==> src/rtl/reg_writeback_pkg.sv <==
// ---------------------------------------------------------------------------
// reg_writeback_pkg : shared widths and the writeback entry type
// Revision: 1.0
// ---------------------------------------------------------------------------
`default_nettype none

package reg_writeback_pkg;
    localparam int XLEN       = 32;
    localparam int REG_ADDR_W = 5;
    localparam int NUM_REGS   = 32;

    typedef struct packed {
        logic [REG_ADDR_W-1:0] rd;
        logic [XLEN-1:0]       data;
    } wb_entry_t;

    localparam int WB_ENTRY_W = $bits(wb_entry_t);
endpackage

`default_nettype wire

==> src/rtl/wb_fifo.sv <==
// ---------------------------------------------------------------------------
// wb_fifo : power-of-two depth FIFO buffering long-latency writeback entries
// Revision: 1.0
// ---------------------------------------------------------------------------
`default_nettype none

module wb_fifo #(
    parameter int DEPTH = 2,
    parameter int WIDTH = 37
) (
    input  logic             clk,
    input  logic             rst,
    input  logic             push,
    input  logic [WIDTH-1:0] push_data,
    input  logic             pop,
    output logic [WIDTH-1:0] pop_data,
    output logic             full,
    output logic             empty
);
    localparam int PTR_W = $clog2(DEPTH);
    localparam int CNT_W = $clog2(DEPTH + 1);

    logic [WIDTH-1:0] mem [DEPTH];
    logic [PTR_W-1:0] wr_ptr;
    logic [PTR_W-1:0] rd_ptr;
    logic [CNT_W-1:0] count;
    logic             do_push;
    logic             do_pop;

    assign full     = (count == CNT_W'(DEPTH));
    assign empty    = (count == '0);
    assign do_push  = push && !full;
    assign do_pop   = pop && !empty;
    assign pop_data = mem[rd_ptr];

    always_ff @(posedge clk) begin
        if (do_push) begin
            mem[wr_ptr] <= push_data;
        end
    end

    // Pointers wrap naturally because DEPTH is a power of two.
    always_ff @(posedge clk) begin
        if (rst) begin
            wr_ptr <= '0;
            rd_ptr <= '0;
            count  <= '0;
        end else begin
            if (do_push) wr_ptr <= wr_ptr + PTR_W'(1);
            if (do_pop)  rd_ptr <= rd_ptr + PTR_W'(1);
            if (do_push && !do_pop)      count <= count + CNT_W'(1);
            else if (do_pop && !do_push) count <= count - CNT_W'(1);
        end
    end
endmodule

`default_nettype wire

==> src/rtl/reg_writeback.sv <==
// ---------------------------------------------------------------------------
// reg_writeback : ALU / long-latency writeback arbiter with busy scoreboard
// Revision: 1.0
// ---------------------------------------------------------------------------
`default_nettype none

module reg_writeback
    import reg_writeback_pkg::*;
#(
    parameter int FIFO_DEPTH = 2
) (
    input  logic                  clk,
    input  logic                  rst,
    input  logic                  alu_valid,
    input  logic [REG_ADDR_W-1:0] alu_rd,
    input  logic [XLEN-1:0]       alu_data,
    input  logic                  lsu_valid,
    output logic                  lsu_ready,
    input  logic [REG_ADDR_W-1:0] lsu_rd,
    input  logic [XLEN-1:0]       lsu_data,
    input  logic                  issue_valid,
    input  logic [REG_ADDR_W-1:0] issue_rd,
    input  logic [REG_ADDR_W-1:0] rs1_addr,
    input  logic [REG_ADDR_W-1:0] rs2_addr,
    output logic                  rs1_busy,
    output logic                  rs2_busy,
    output logic                  RegWrite,
    output logic [REG_ADDR_W-1:0] WriteAddr,
    output logic [XLEN-1:0]       WriteData
);
    logic [NUM_REGS-1:0] busy;
    logic [NUM_REGS-1:0] busy_next;
    wb_entry_t           head;
    wb_entry_t           push_entry;
    logic                fifo_full;
    logic                fifo_empty;
    logic                alu_take;
    logic                push;
    logic                pop;

    assign lsu_ready  = !fifo_full && !rst;
    assign alu_take   = alu_valid && (alu_rd != '0);
    assign push       = lsu_valid && lsu_ready && (lsu_rd != '0);
    assign pop        = !rst && !fifo_empty && !alu_take;
    assign push_entry = '{rd: lsu_rd, data: lsu_data};

    wb_fifo #(
        .DEPTH (FIFO_DEPTH),
        .WIDTH (WB_ENTRY_W)
    ) u_fifo (
        .clk       (clk),
        .rst       (rst),
        .push      (push),
        .push_data (push_entry),
        .pop       (pop),
        .pop_data  (head),
        .full      (fifo_full),
        .empty     (fifo_empty)
    );

    assign rs1_busy = busy[rs1_addr];
    assign rs2_busy = busy[rs2_addr];

    // Clear is applied before set so a same-cycle issue to the popped rd wins.
    always_comb begin
        busy_next = busy;
        if (pop) busy_next[head.rd] = 1'b0;
        if (issue_valid) busy_next[issue_rd] = 1'b1;
        busy_next[0] = 1'b0;
    end

    always_ff @(posedge clk) begin
        if (rst) begin
            busy      <= '0;
            RegWrite  <= 1'b0;
            WriteAddr <= '0;
            WriteData <= '0;
        end else begin
            busy <= busy_next;
            if (alu_take) begin
                RegWrite  <= 1'b1;
                WriteAddr <= alu_rd;
                WriteData <= alu_data;
            end else if (pop) begin
                RegWrite  <= 1'b1;
                WriteAddr <= head.rd;
                WriteData <= head.data;
            end else begin
                RegWrite  <= 1'b0;
            end
        end
    end

    alu_write_to_busy_reg: assert property (
        @(posedge clk) disable iff (rst) !(alu_take && busy[alu_rd])
    );
endmodule

`default_nettype wire

==> config.mk <==
export PLATFORM = sky130hd
export DESIGN_NAME = reg_writeback
export DESIGN_NICKNAME = d
export VERILOG_FILES = /design/src/rtl/reg_writeback_pkg.sv /design/src/rtl/wb_fifo.sv /design/src/rtl/reg_writeback.sv
export SDC_FILE = /design/constraint.sdc
export NUM_CORES = 1
export LEC_CHECK = 0
export ABC_AREA = 1
export BUFFER_PORTS_ARGS = -buffer_cell sky130_fd_sc_hd__clkbuf_2
export CORE_MARGIN = 8
export CORE_UTILIZATION = 55
export DETAILED_ROUTE_END_ITERATION = 10
export PLACE_DENSITY = 0.8
export SLEW_MARGIN = 10
export SYNTH_ARGS = -nofsm -noshare
export SYNTH_HDL_FRONTEND = slang
export SYNTH_SLANG_ARGS = --single-unit
==> constraint.sdc <==
create_clock -name clk -period 3.52 [get_ports clk]
set_input_delay 0.528 -clock clk [delete_from_list [all_inputs] [get_ports clk]]
set_output_delay 0.528 -clock clk [all_outputs]
set_load 0.1 [all_outputs]
==> results by group, run 1 <==
Logic synthesis
  – Number of synthesis warnings: 0
  – Syn Std Cell Area: 0.00673 sq mm
  – Number of register bits inferred by synthesis: 148
  – Fraction of the yosys area taken by sequential cells: 0.550
  – XOR/XNOR Fraction of Synth Area: 0
  – Synth Area per Inst: 7.93 sq um
  – Main combinational cell family by area after synthesis: simple AND/OR/NAND/NOR gates
  – Share of synthesized cell area in full adder, half adder and majority cells: 0.00186
  – Post-Synthesis Cells: 849
  – Post-synth net total: 944
  – Portion of netlist area occupied by mux cells: 0.00744
  – Area fraction in compound gates after synthesis: 0.0640
  – Post-synthesis simple-gate area fraction: 0.320
  – Number of different library cells in the post-synthesis netlist: 27

Setup path
  – Highest-delay cell along the critical path: sky130_fd_sc_hd__clkbuf_2
  – Endpoint kind of the worst setup timing path: primary output
  – Startpoint types: primary input
  – Top cell by count, worst path: sky130_fd_sc_hd__nand2_1
  – Largest delay contributor family on the critical path: buffers and inverters
  – Worst stage delay on the critical path: 450 ps
  – CP Max Fanout: 17
  – Critical-path cell list: clkbuf_2 > inv_1 > nand2_1 > nand3_1 > nand3_1 > nand2_1 > nand2_1 > nand2_1 > nand2_1 > nand2_1 > clkbuf_2
  – Worst endpoint required time: 2990 ps
  – Worst path buffer plus inverter count: 3
  – Worst setup path class: primary input to primary output
  – Worst Path Arrival: 2090 ps

Cells and area
  – Layout Area Growth over Synthesis: 20.0%
  – Number of nets in the layout: 1069
  – Layout cell share with drive strength beyond 1: 0.203
  – Ant. Diodes: 0
  – Commonest non-fill, non-tap cells in the layout: 322 x sky130_fd_sc_hd__nand2_1, 134 x sky130_fd_sc_hd__clkbuf_2, 92 x sky130_fd_sc_hd__nand3_1
  – Final standard cell count with taps included and fillers excluded: 1134
  – Most common cell after layout, fill and taps aside: sky130_fd_sc_hd__nand2_1
  – Finished Core Util: 0.675
  – Summed area of non-filler cells in the final layout: 0.00807 sq mm

STA
  – Slew headroom: 0.372
  – Setup repair after global routing missed its margin: false
  – Slew of the pin with the lowest slew margin: 935 ps
  – Minimum hold slack: 289 ps
  – Crit path setup slack, layout: 904 ps
  – Max frequency: 382 MHz
  – Final Critical Period: 2620 ps
  – Largest clock skew in the final design: 5.82 ps
  – Final Max Slew Viols: 0
  – Number of failing hold endpoints at the final stage: 0
  – Total setup violations reported at the end of the flow: 0
  – TNS Setup: 0 ps
  – Share of the cycle needed by the critical path after routing: 0.743

GRT
  – Global-route usage over all layers: 0.225
  – First-pass GRT wire length: 28500 um
  – Vias in the first global route: 5700
  – Pin count of the biggest net entering global routing: 51
  – Initial antenna violation count: 0
  – Residual overflow from global routing: 0

Drt
  – First-pass DRT Iterations: 5
  – Post-route DRC: 0
  – Routed wire per std cell: 15.7 um
  – Via total after detailed routing: 6013
  – WL final: 17900 um
  – Vias per cell: 5.30
  – Antenna-violating nets left: 0
  – Number of DRC violations after detailed-routing iteration 0: 500

Pwr
  – Lkg Pwr: 3.47 nW
  – Power density cells: 565 mW/mm^2
  – Post-layout total power: 4.56 mW
  – Worst supply voltage drop on vdd: 496 uV

Clocking
  – Hold Buf Count CTS: 0
  – Number of CTS-inserted buffers: 17
  – Clock net sink count: 148
  – CTS HTree Levels: 4
  – Clock latency on the worst-skew pair: 420 ps
  – Clk root buf: sky130_fd_sc_hd__clkbuf_16
  – Setup bufs post-CTS: 0
  – Bufs on Longest Clock Path: 2
  – Clock-pin slew on the worst setup and hold paths: 60 ps
  – Resize count post-CTS: 0
  – TritonCTS clock tree: done

Worst hold path
  – Class of the tightest hold or removal check: primary input to register

Placement
  – Placed inst area: 0.00747 sq mm
  – Global placer's final weighted congestion: 1.01
  – Post-detailed-placement half-perimeter wirelength: 12500 um
  – Count of input and output buffers: 134
  – Placement Setup Slack: 914 ps
  – Post-placement cell count: 1102

Floorplan
  – Starting utilization of the core area: 0.563
  – Num rows: 40
  – Overall die area: 0.0160 sq mm
  – Total core area: 0.0120 sq mm
  – Number of top-level pins: 135
  – Die X: 127 um
  – Floorplan die height: 127 um

Run status
  – Result of the run: completed

Run
  – Number of max-cap violations: 0
worst paths after layout:
kind / startpoint / end / slack, ps / depth (start not counted)
worst max register to register: u_fifo.count[1]$_SDFFE_PP0P_ / WriteData[19]$_SDFFE_PP0P_ / 1590 / 6
worst min-delay path: lsu_data[29] / u_fifo.mem[0][29]$_DFFE_PP_ / 290 / 1
worst min register to register: u_fifo.rd_ptr$_SDFFE_PP0P_ / u_fifo.rd_ptr$_SDFFE_PP0P_ / 450 / 1
worst max-delay path: rs2_addr[0] / rs2_busy / 900 / 11
Yosys cell counts:
cell / number / area (sq um)
sky130_fd_sc_hd__nand2_1: 322 / 1210
sky130_fd_sc_hd__nand3_1: 92 / 460
sky130_fd_sc_hd__nor2_1: 83 / 312
sky130_fd_sc_hd__dfxtp_1: 74 / 1480
sky130_fd_sc_hd__edfxtp_1: 74 / 2220
sky130_fd_sc_hd__a21oi_1: 59 / 295
sky130_fd_sc_hd__inv_1: 47 / 176
sky130_fd_sc_hd__o21ai_0: 17 / 85.1
sky130_fd_sc_hd__buf_2: 15 / 75.1
sky130_fd_sc_hd__clkbuf_1: 13 / 48.8
sky130_fd_sc_hd__nor3_1: 11 / 55.1
sky130_fd_sc_hd__or2_2: 9 / 56.3
sky130_fd_sc_hd__inv_2: 5 / 18.8
sky130_fd_sc_hd__mux2i_1: 5 / 50.1
sky130_fd_sc_hd__nand2_2: 5 / 31.3
sky130_fd_sc_hd__buf_4: 3 / 22.5
sky130_fd_sc_hd__buf_6: 3 / 33.8
sky130_fd_sc_hd__o21ai_2: 3 / 26.3
sky130_fd_sc_hd__a21boi_0: 1 / 7.51
sky130_fd_sc_hd__a21oi_2: 1 / 8.76
sky130_fd_sc_hd__buf_1: 1 / 3.75
sky130_fd_sc_hd__ha_1: 1 / 12.5
sky130_fd_sc_hd__nand3_2: 1 / 10.0
sky130_fd_sc_hd__nand3b_1: 1 / 7.51
sky130_fd_sc_hd__nor2_2: 1 / 6.26
sky130_fd_sc_hd__o21bai_1: 1 / 7.51
sky130_fd_sc_hd__or2_1: 1 / 6.26
sequential cells by signal, summed over array words and instances (netlist names), named ones only:
name           count
u_fifo.mem        74
u_fifo.count       2
RegWrite           1
busy              31
u_fifo.rd_ptr      1
WriteData         32
u_fifo.wr_ptr      1
WriteAddr          5
cells by family after synthesis:
kind of cell / Yosys count
AO/OA/AOI/OAI: 82
adder cells (fa/ha/maj): 1
buffers and inverters: 87
flip-flops: 148
multiplexers: 5
AND/OR/NAND/NOR: 526
routing by layer:
layer  GRT usage  share of wire  vias to the layer above
li1            -              -                     3022
met1       0.266           0.41                     2700
met2       0.364           0.47                      246
met3      0.0716          0.090                       45
met4       0.108          0.029                        0
met5           0              0                        -
final cells by class:
| class | count | area, sq um |
|---|---|---|
| clock buffer | 18 | 439 |
| clock inverter | 14 | 160 |
| fill | 1002 | 3890 |
| inverter | 52 | 195 |
| multi-input combinational | 614 | 2670 |
| sequential | 148 | 3700 |
| tap | 147 | 184 |
| timing repair buffer | 141 | 723 |
report_power, final:
part           internal [mW]  switching (mW)
Combinational          0.167           0.622
Clock                   1.13           0.705
Sequential              1.90          0.0400
Power figures use the tool's default switching activity.
==> inputs of run 2 (changes only) <==
CORE_UTILIZATION = 50   (was 55)
PLACE_DENSITY = 0.76   (was 0.8)
clock period = 2.4 ns   (was 3.52 ns; I/O delays follow)
==> run 2 against run 1 <==
  * Final area up 2.2%
  * Sequential share of layout area down 0.98 points
  * Critical endpoint unchanged
  * Cell count up 3.1%
  * Total power up 49%
  * Utilization down 4.9 points
  * Non-clock buffer count up 6
  * Largest cell class unchanged
  * Combinational power up 51%
  * Clock skew up 4.5 ps
  * Largest power group unchanged
  * Critical path type unchanged
  * Setup slack worse by 580 ps
==> results by group, run 2 (same netlist as run 1, synthesis figures left out) <==
GRT
  – Global-route usage over all layers: 0.209
  – Vias in the first global route: 6060
  – Pin count of the biggest net entering global routing: 42
  – Residual overflow from global routing: 0
  – Initial antenna violation count: 0
  – First-pass GRT wire length: 29400 um

STA
  – Final Max Slew Viols: 0
  – TNS Setup: 0 ps
  – Share of the cycle needed by the critical path after routing: 0.864
  – Total setup violations reported at the end of the flow: 0
  – Crit path setup slack, layout: 328 ps
  – Setup repair after global routing missed its margin: false
  – Slew headroom: 0.544
  – Number of failing hold endpoints at the final stage: 0
  – Slew of the pin with the lowest slew margin: 682 ps
  – Largest clock skew in the final design: 10.4 ps
  – Final Critical Period: 2070 ps
  – Minimum hold slack: 120 ps
  – Max frequency: 483 MHz

Clocking
  – Hold Buf Count CTS: 0
  – TritonCTS clock tree: done
  – Clock net sink count: 148
  – Number of CTS-inserted buffers: 17
  – CTS HTree Levels: 4
  – Clock-pin slew on the worst setup and hold paths: 60 ps
  – Clk root buf: sky130_fd_sc_hd__clkbuf_16
  – Bufs on Longest Clock Path: 2
  – Setup bufs post-CTS: 0
  – Clock latency on the worst-skew pair: 420 ps
  – Resize count post-CTS: 0

Setup path
  – Worst r2r path cells: 9
  – Reg-to-reg slack, setup: 490 ps
  – Endpoint kind of the worst setup timing path: primary output
  – CP Max Fanout: 17
  – Worst endpoint required time: 2040 ps
  – Startpoint types: primary input
  – Worst setup path class: primary input to primary output
  – Startpoint of the worst register-to-register path: u_fifo.count[0]$_SDFFE_PP0P_
  – Worst Path Arrival: 1710 ps
  – Destination of the worst register-to-register timing path: u_fifo.count[1]$_SDFFE_PP0P_

Floorplan
  – Num rows: 42
  – Total core area: 0.0132 sq mm
  – Number of top-level pins: 135
  – Floorplan die height: 132 um
  – Die X: 132 um
  – Starting utilization of the core area: 0.510
  – Overall die area: 0.0174 sq mm

Drt
  – Post-route DRC: 0
  – Number of DRC violations after detailed-routing iteration 0: 367
  – Antenna-violating nets left: 0
  – Vias per cell: 5.13
  – Via total after detailed routing: 6002
  – Routed wire per std cell: 15.3 um
  – First-pass DRT Iterations: 7
  – WL final: 17900 um

Cells and area
  – Ant. Diodes: 0
  – Number of nets in the layout: 1075
  – Layout Area Growth over Synthesis: 22.6%
  – Layout cell share with drive strength beyond 1: 0.206
  – Register with the highest flop count: u_fifo.mem
  – Commonest non-fill, non-tap cells in the layout: 322 x sky130_fd_sc_hd__nand2_1, 131 x sky130_fd_sc_hd__clkbuf_2, 92 x sky130_fd_sc_hd__nand3_1
  – Most common cell after layout, fill and taps aside: sky130_fd_sc_hd__nand2_1
  – Finished Core Util: 0.625
  – Number of flip-flops under the largest register name: 74
  – Leading registers by flop count: u_fifo.mem (74), WriteData (32), busy (31)
  – Count of filler cells inserted in the layout: 1155

Pwr
  – Lkg Pwr: 3.52 nW
  – Worst supply voltage drop on vdd: 540 uV
  – Power density cells: 824 mW/mm^2

Run
  – Number of max-cap violations: 0

Placement
  – Count of input and output buffers: 134
  – Global placer's final weighted congestion: 1.01
  – Placement Setup Slack: 364 ps
  – Post-detailed-placement half-perimeter wirelength: 12700 um

Worst hold path
  – Class of the tightest hold or removal check: primary input to register
  – Hold path endpoint: u_fifo.mem[0][14]$_DFFE_PP_
  – Number of stages on the worst hold path: 1
  – Source of the worst hold timing path: lsu_data[14]

Run status
  – Result of the run: completed
## run 2: routing by layer
layer | vias to the layer above | GRT usage | part of all wire
met2 | 230 | 0.342 | 0.48
met4 | 0 | 0.105 | 0.035
met1 | 2692 | 0.242 | 0.41
li1 | 3030 | - | -
met5 | - | 0 | 0
met3 | 50 | 0.0686 | 0.077
## run 2: worst max-delay path by stage
| stage | startpoint | endpoint | slack [ps] | cells past startpoint |
|---|---|---|---|---|
| after floorplan | u_fifo.count[0]$_SDFFE_PP0P_ | u_fifo.mem[1][0]$_DFFE_PP_ | 30 | 4 |
| after detailed placement | rs2_addr[0] | rs2_busy | 360 | 11 |
| after CTS | rs2_addr[0] | rs2_busy | 360 | 11 |
| final | rs2_addr[0] | rs2_busy | 330 | 11 |
| after global placement | rs2_addr[0] | rs2_busy | 400 | 11 |
| after global routing | rs2_addr[0] | rs2_busy | 100 | 11 |
## run 2: area by class of cell
type / instances / area [sq um] / area share
clock buffers: 19 / 433 / 0.0525
clock inverters: 13 / 184 / 0.0223
inverters: 52 / 195 / 0.0237
multi-input cells: 614 / 2670 / 0.324
flip-flops and latches: 148 / 3700 / 0.449
well taps: 176 / 220 / 0.0267
repair buffers: 147 / 838 / 0.102
## run 2: stage by stage
step / cells / total power, mW / cell area [sq um]
floorplan: 849 / 3.78 / 6760
global placement: 1137 / 4.07 / 7630
detailed placement: 1137 / 4.09 / 7630
CTS: 1169 / 6.82 / 8250
global route: 1169 / 7.04 / 8250
finish: 1169 / 6.80 / 8250
## run 2: where the power goes
group	switching (mW)	internal, mW	leakage [nW]
sequential	0.0669	2.79	1.28
clock	1.02	1.74	0.295
combinational	0.912	0.276	1.95
total	1.99	4.80	3.52
## run 2: critical path: stages
cell and delay (ps):
sky130_fd_sc_hd__clkbuf_2 210, sky130_fd_sc_hd__inv_1 360, sky130_fd_sc_hd__nand2_1 110, sky130_fd_sc_hd__nand3_1 100, sky130_fd_sc_hd__nand3_1 80, sky130_fd_sc_hd__nand2_1 70, sky130_fd_sc_hd__nand2_1 40, sky130_fd_sc_hd__nand2_1 60
sky130_fd_sc_hd__nand2_1 40, sky130_fd_sc_hd__nand2_1 100, sky130_fd_sc_hd__buf_12 180
==> inputs of run 3 (changes only) <==
CELL_PAD_IN_SITES_DETAIL_PLACEMENT = 0   (was default)
CELL_PAD_IN_SITES_GLOBAL_PLACEMENT = 1   (was default)
CORE_UTILIZATION = 36   (was 50)
PLACE_DENSITY = default   (was 0.76)
PLACE_DENSITY_LB_ADDON = 0.1   (was default)
clock period = 1.7 ns   (was 2.4 ns; I/O delays follow)
==> run 3 against run 2 <==
  * The flow now finishes with violations (negative setup slack)
  * Critical path depth is 2 lower
  * Die area is 34% higher
  * Global-route usage is 3.9 points lower
  * Via count is 2.3% lower
  * Count of clock-buffer cells in the layout is 1 lower
  * Total power is 40% higher
  * Register-to-register slack worse by 340 ps
  * Non-clock buffer count is 25 higher
  * Sequential share of layout area is 1.8 points lower
  * Hold slack worse by 100 ps
  * Wire length is 9.3% higher
==> results by group, run 3 (same netlist as run 1, synthesis figures left out) <==
Run status
  – Result of the run: finished with violations
  – Violated checks: negative setup slack

Cells and area
  – Most common cell after layout, fill and taps aside: sky130_fd_sc_hd__nand2_1
  – Commonest non-fill, non-tap cells in the layout: 310 x sky130_fd_sc_hd__nand2_1, 131 x sky130_fd_sc_hd__clkbuf_2, 84 x sky130_fd_sc_hd__nand3_1
  – Number of nets in the layout: 1100
  – Combined flip-flop and latch cell area: 0.00374 sq mm
  – Final standard cell count with taps included and fillers excluded: 1252
  – Summed area of non-filler cells in the final layout: 0.00868 sq mm
  – Layout Area Growth over Synthesis: 29.0%
  – Ant. Diodes: 0
  – Leading registers by flop count: u_fifo.mem (74), WriteData (32), busy (31)
  – Number of flip-flops under the largest register name: 74
  – Register with the highest flop count: u_fifo.mem
  – Area used by multi-input combinational logic: 0.00277 sq mm
  – Count of filler cells inserted in the layout: 1884
  – Layout cell share with drive strength beyond 1: 0.283

Setup path
  – CP Max Fanout: 2
  – Endpoint kind of the worst setup timing path: primary output
  – Destination of the worst register-to-register timing path: u_fifo.count[1]$_SDFFE_PP0P_
  – Number of cells on the critical path: 9
  – Highest-delay cell along the critical path: sky130_fd_sc_hd__dfxtp_1
  – Critical-path cell list: inv_2 > nand2_1 > nand3_1 > nand3_1 > nand3_1 > nand2_1 > nand2_2 > nand2_4 > buf_12
  – Largest delay contributor family on the critical path: simple AND/OR/NAND/NOR gates
  – Worst r2r path cells: 9
  – Worst Path Arrival: 1510 ps
  – Worst endpoint required time: 1440 ps
  – Startpoint of the worst register-to-register path: u_fifo.count[0]$_SDFFE_PP0P_
  – Top cell by count, worst path: sky130_fd_sc_hd__nand3_1
  – Startpoint of the most critical setup path: busy[6]$_SDFF_PP0_
  – Worst path buffer plus inverter count: 2
  – Worst Setup EP: rs2_busy
  – Startpoint types: register
  – Reg-to-reg slack, setup: 150 ps
  – Worst setup path class: register to primary output
  – Worst stage delay on the critical path: 340 ps

Drt
  – Via total after detailed routing: 5866
  – Post-route DRC: 0
  – Routed wire per std cell: 15.7 um
  – Vias per cell: 4.69
  – Number of DRC violations after detailed-routing iteration 0: 329
  – WL final: 19600 um
  – Antenna-violating nets left: 0
  – First-pass DRT Iterations: 5

Placement
  – Post-detailed-placement half-perimeter wirelength: 14000 um
  – Placement Setup Slack: 42.2 ps
  – Placed inst area: 0.00800 sq mm
  – Global placer's final weighted congestion: 0.807
  – Count of input and output buffers: 134
  – Post-placement cell count: 1220

Clocking
  – Bufs on Longest Clock Path: 2
  – Clock latency on the worst-skew pair: 420 ps
  – Hold Buf Count CTS: 0
  – CTS HTree Levels: 4
  – Clock net sink count: 148
  – Setup bufs post-CTS: 0
  – TritonCTS clock tree: done
  – Clock-pin slew on the worst setup and hold paths: 70 ps
  – Clk root buf: sky130_fd_sc_hd__clkbuf_16
  – Number of CTS-inserted buffers: 17

Pwr
  – Power density cells: 1090 mW/mm^2
  – Portion of total power attributed to combinational logic: 0.192
  – Lkg Pwr: 3.70 nW
  – Clk network pwr share: 0.385
  – Proportion of power drawn by flip-flops and latches: 0.423
  – Share of total power consumed by net switching: 0.319
  – Net Switching: 3.03 mW
  – Internal power of the cells: 6.47 mW
  – Worst supply voltage drop on vdd: 704 uV

STA
  – Slew of the pin with the lowest slew margin: 571 ps
  – Crit path setup slack, layout: -66.9 ps
  – Number of failing hold endpoints at the final stage: 0
  – Setup repair after global routing missed its margin: true
  – Final Critical Period: 1770 ps
  – TNS Setup: -105 ps
  – Max frequency: 566 MHz
  – Slew headroom: 0.621
  – Largest clock skew in the final design: 10.6 ps
  – Final Max Slew Viols: 0
  – Share of the cycle needed by the critical path after routing: 1.04
  – Total setup violations reported at the end of the flow: 2

GRT
  – Global-route usage over all layers: 0.171
  – Residual overflow from global routing: 0
  – Pin count of the biggest net entering global routing: 41
  – First-pass GRT wire length: 31700 um
  – Initial antenna violation count: 1
  – Vias in the first global route: 6190

Floorplan
  – Num rows: 50
  – Floorplan die height: 153 um
  – Starting utilization of the core area: 0.363
  – Total core area: 0.0185 sq mm
  – Overall die area: 0.0233 sq mm
  – Die X: 153 um
  – Number of top-level pins: 135

Worst hold path
  – Class of the tightest hold or removal check: primary input to register

Run
  – Number of max-cap violations: 0
-- run 3: cell count changes in the layout (fill, tap and decap cells not counted), moves of 7 or more --
| cell | before | now |
|---|---|---|
| sky130_fd_sc_hd__buf_4 | 11 | 30 |
| sky130_fd_sc_hd__dfxtp_1 | 73 | 44 |
| sky130_fd_sc_hd__dfxtp_2 | 1 | 29 |
| sky130_fd_sc_hd__inv_1 | 47 | 40 |
| sky130_fd_sc_hd__nand2_1 | 322 | 310 |
| sky130_fd_sc_hd__nand2_2 | 5 | 15 |
| sky130_fd_sc_hd__nand3_1 | 92 | 84 |
| sky130_fd_sc_hd__nand3_2 | 1 | 8 |
-- run 3: worst min path at each step --
stage | startpoint | end | slack [ps] | cells past startpoint
after detailed placement | u_fifo.rd_ptr$_SDFFE_PP0P_ | register | 430 | 1
after CTS | lsu_data[21] | u_fifo.mem[1][21]$_DFFE_PP_ | 1 | 1
after global placement | u_fifo.rd_ptr$_SDFFE_PP0P_ | register | 440 | 1
after floorplan | lsu_data[0] | u_fifo.mem[0][0]$_DFFE_PP_ | 350 | 0
final | lsu_data[21] | u_fifo.mem[1][21]$_DFFE_PP_ | 20 | 1
after global routing | lsu_data[28] | u_fifo.mem[1][28]$_DFFE_PP_ | 6 | 1
-- run 3: what timing repair did --
| item | in CTS | in global routing |
|---|---|---|
| pin swaps | 10 | 18 |
| gates resized for setup | 36 | 18 |
| setup endpoints to repair | 2 | 3 |
| endpoints found under the hold margin | 0 | 0 |
-- run 3: cell type report --
class / instances / share of cell area
flip-flops and latches: 148 / 0.431
multi-input cells: 614 / 0.319
inverters: 52 / 0.0228
repair buffers: 172 / 0.127
clock inverters: 14 / 0.0169
well taps: 234 / 0.0337
clock buffers: 18 / 0.0495
-- run 3: power by group through the flow --
stage	logic (mW)	registers [mW]	clock network (mW)
3_5_place_dp	1.83	4.09	0
4_1_cts	1.84	4.02	3.75
3_3_place_gp	1.83	4.09	0
6_report	1.82	4.02	3.66
5_1_grt	1.98	4.03	3.87
2_1_floorplan	0.697	4.65	0
-- run 3: through the flow --
stage               utilization  hold WS, ps  power [mW]
CTS                       0.466         1.01        9.61
detailed placement        0.432          433        5.93
global placement          0.432          437        5.92
global route              0.469         5.59        9.89
floorplan                     -          354        5.34
finish                    0.469         16.7        9.50
-- run 3: layer usage --
| layer | wire [um] | global-route usage | part of all wire | vias to the layer above |
|---|---|---|---|---|
| met5 | 13 | 0 | 0.00066 | - |
| met4 | 189 | 0.0467 | 0.0096 | 2 |
| met3 | 1060 | 0.0499 | 0.054 | 12 |
| met2 | 9680 | 0.295 | 0.49 | 117 |
| met1 | 8670 | 0.202 | 0.44 | 2671 |
| li1 | - | - | - | 3064 |
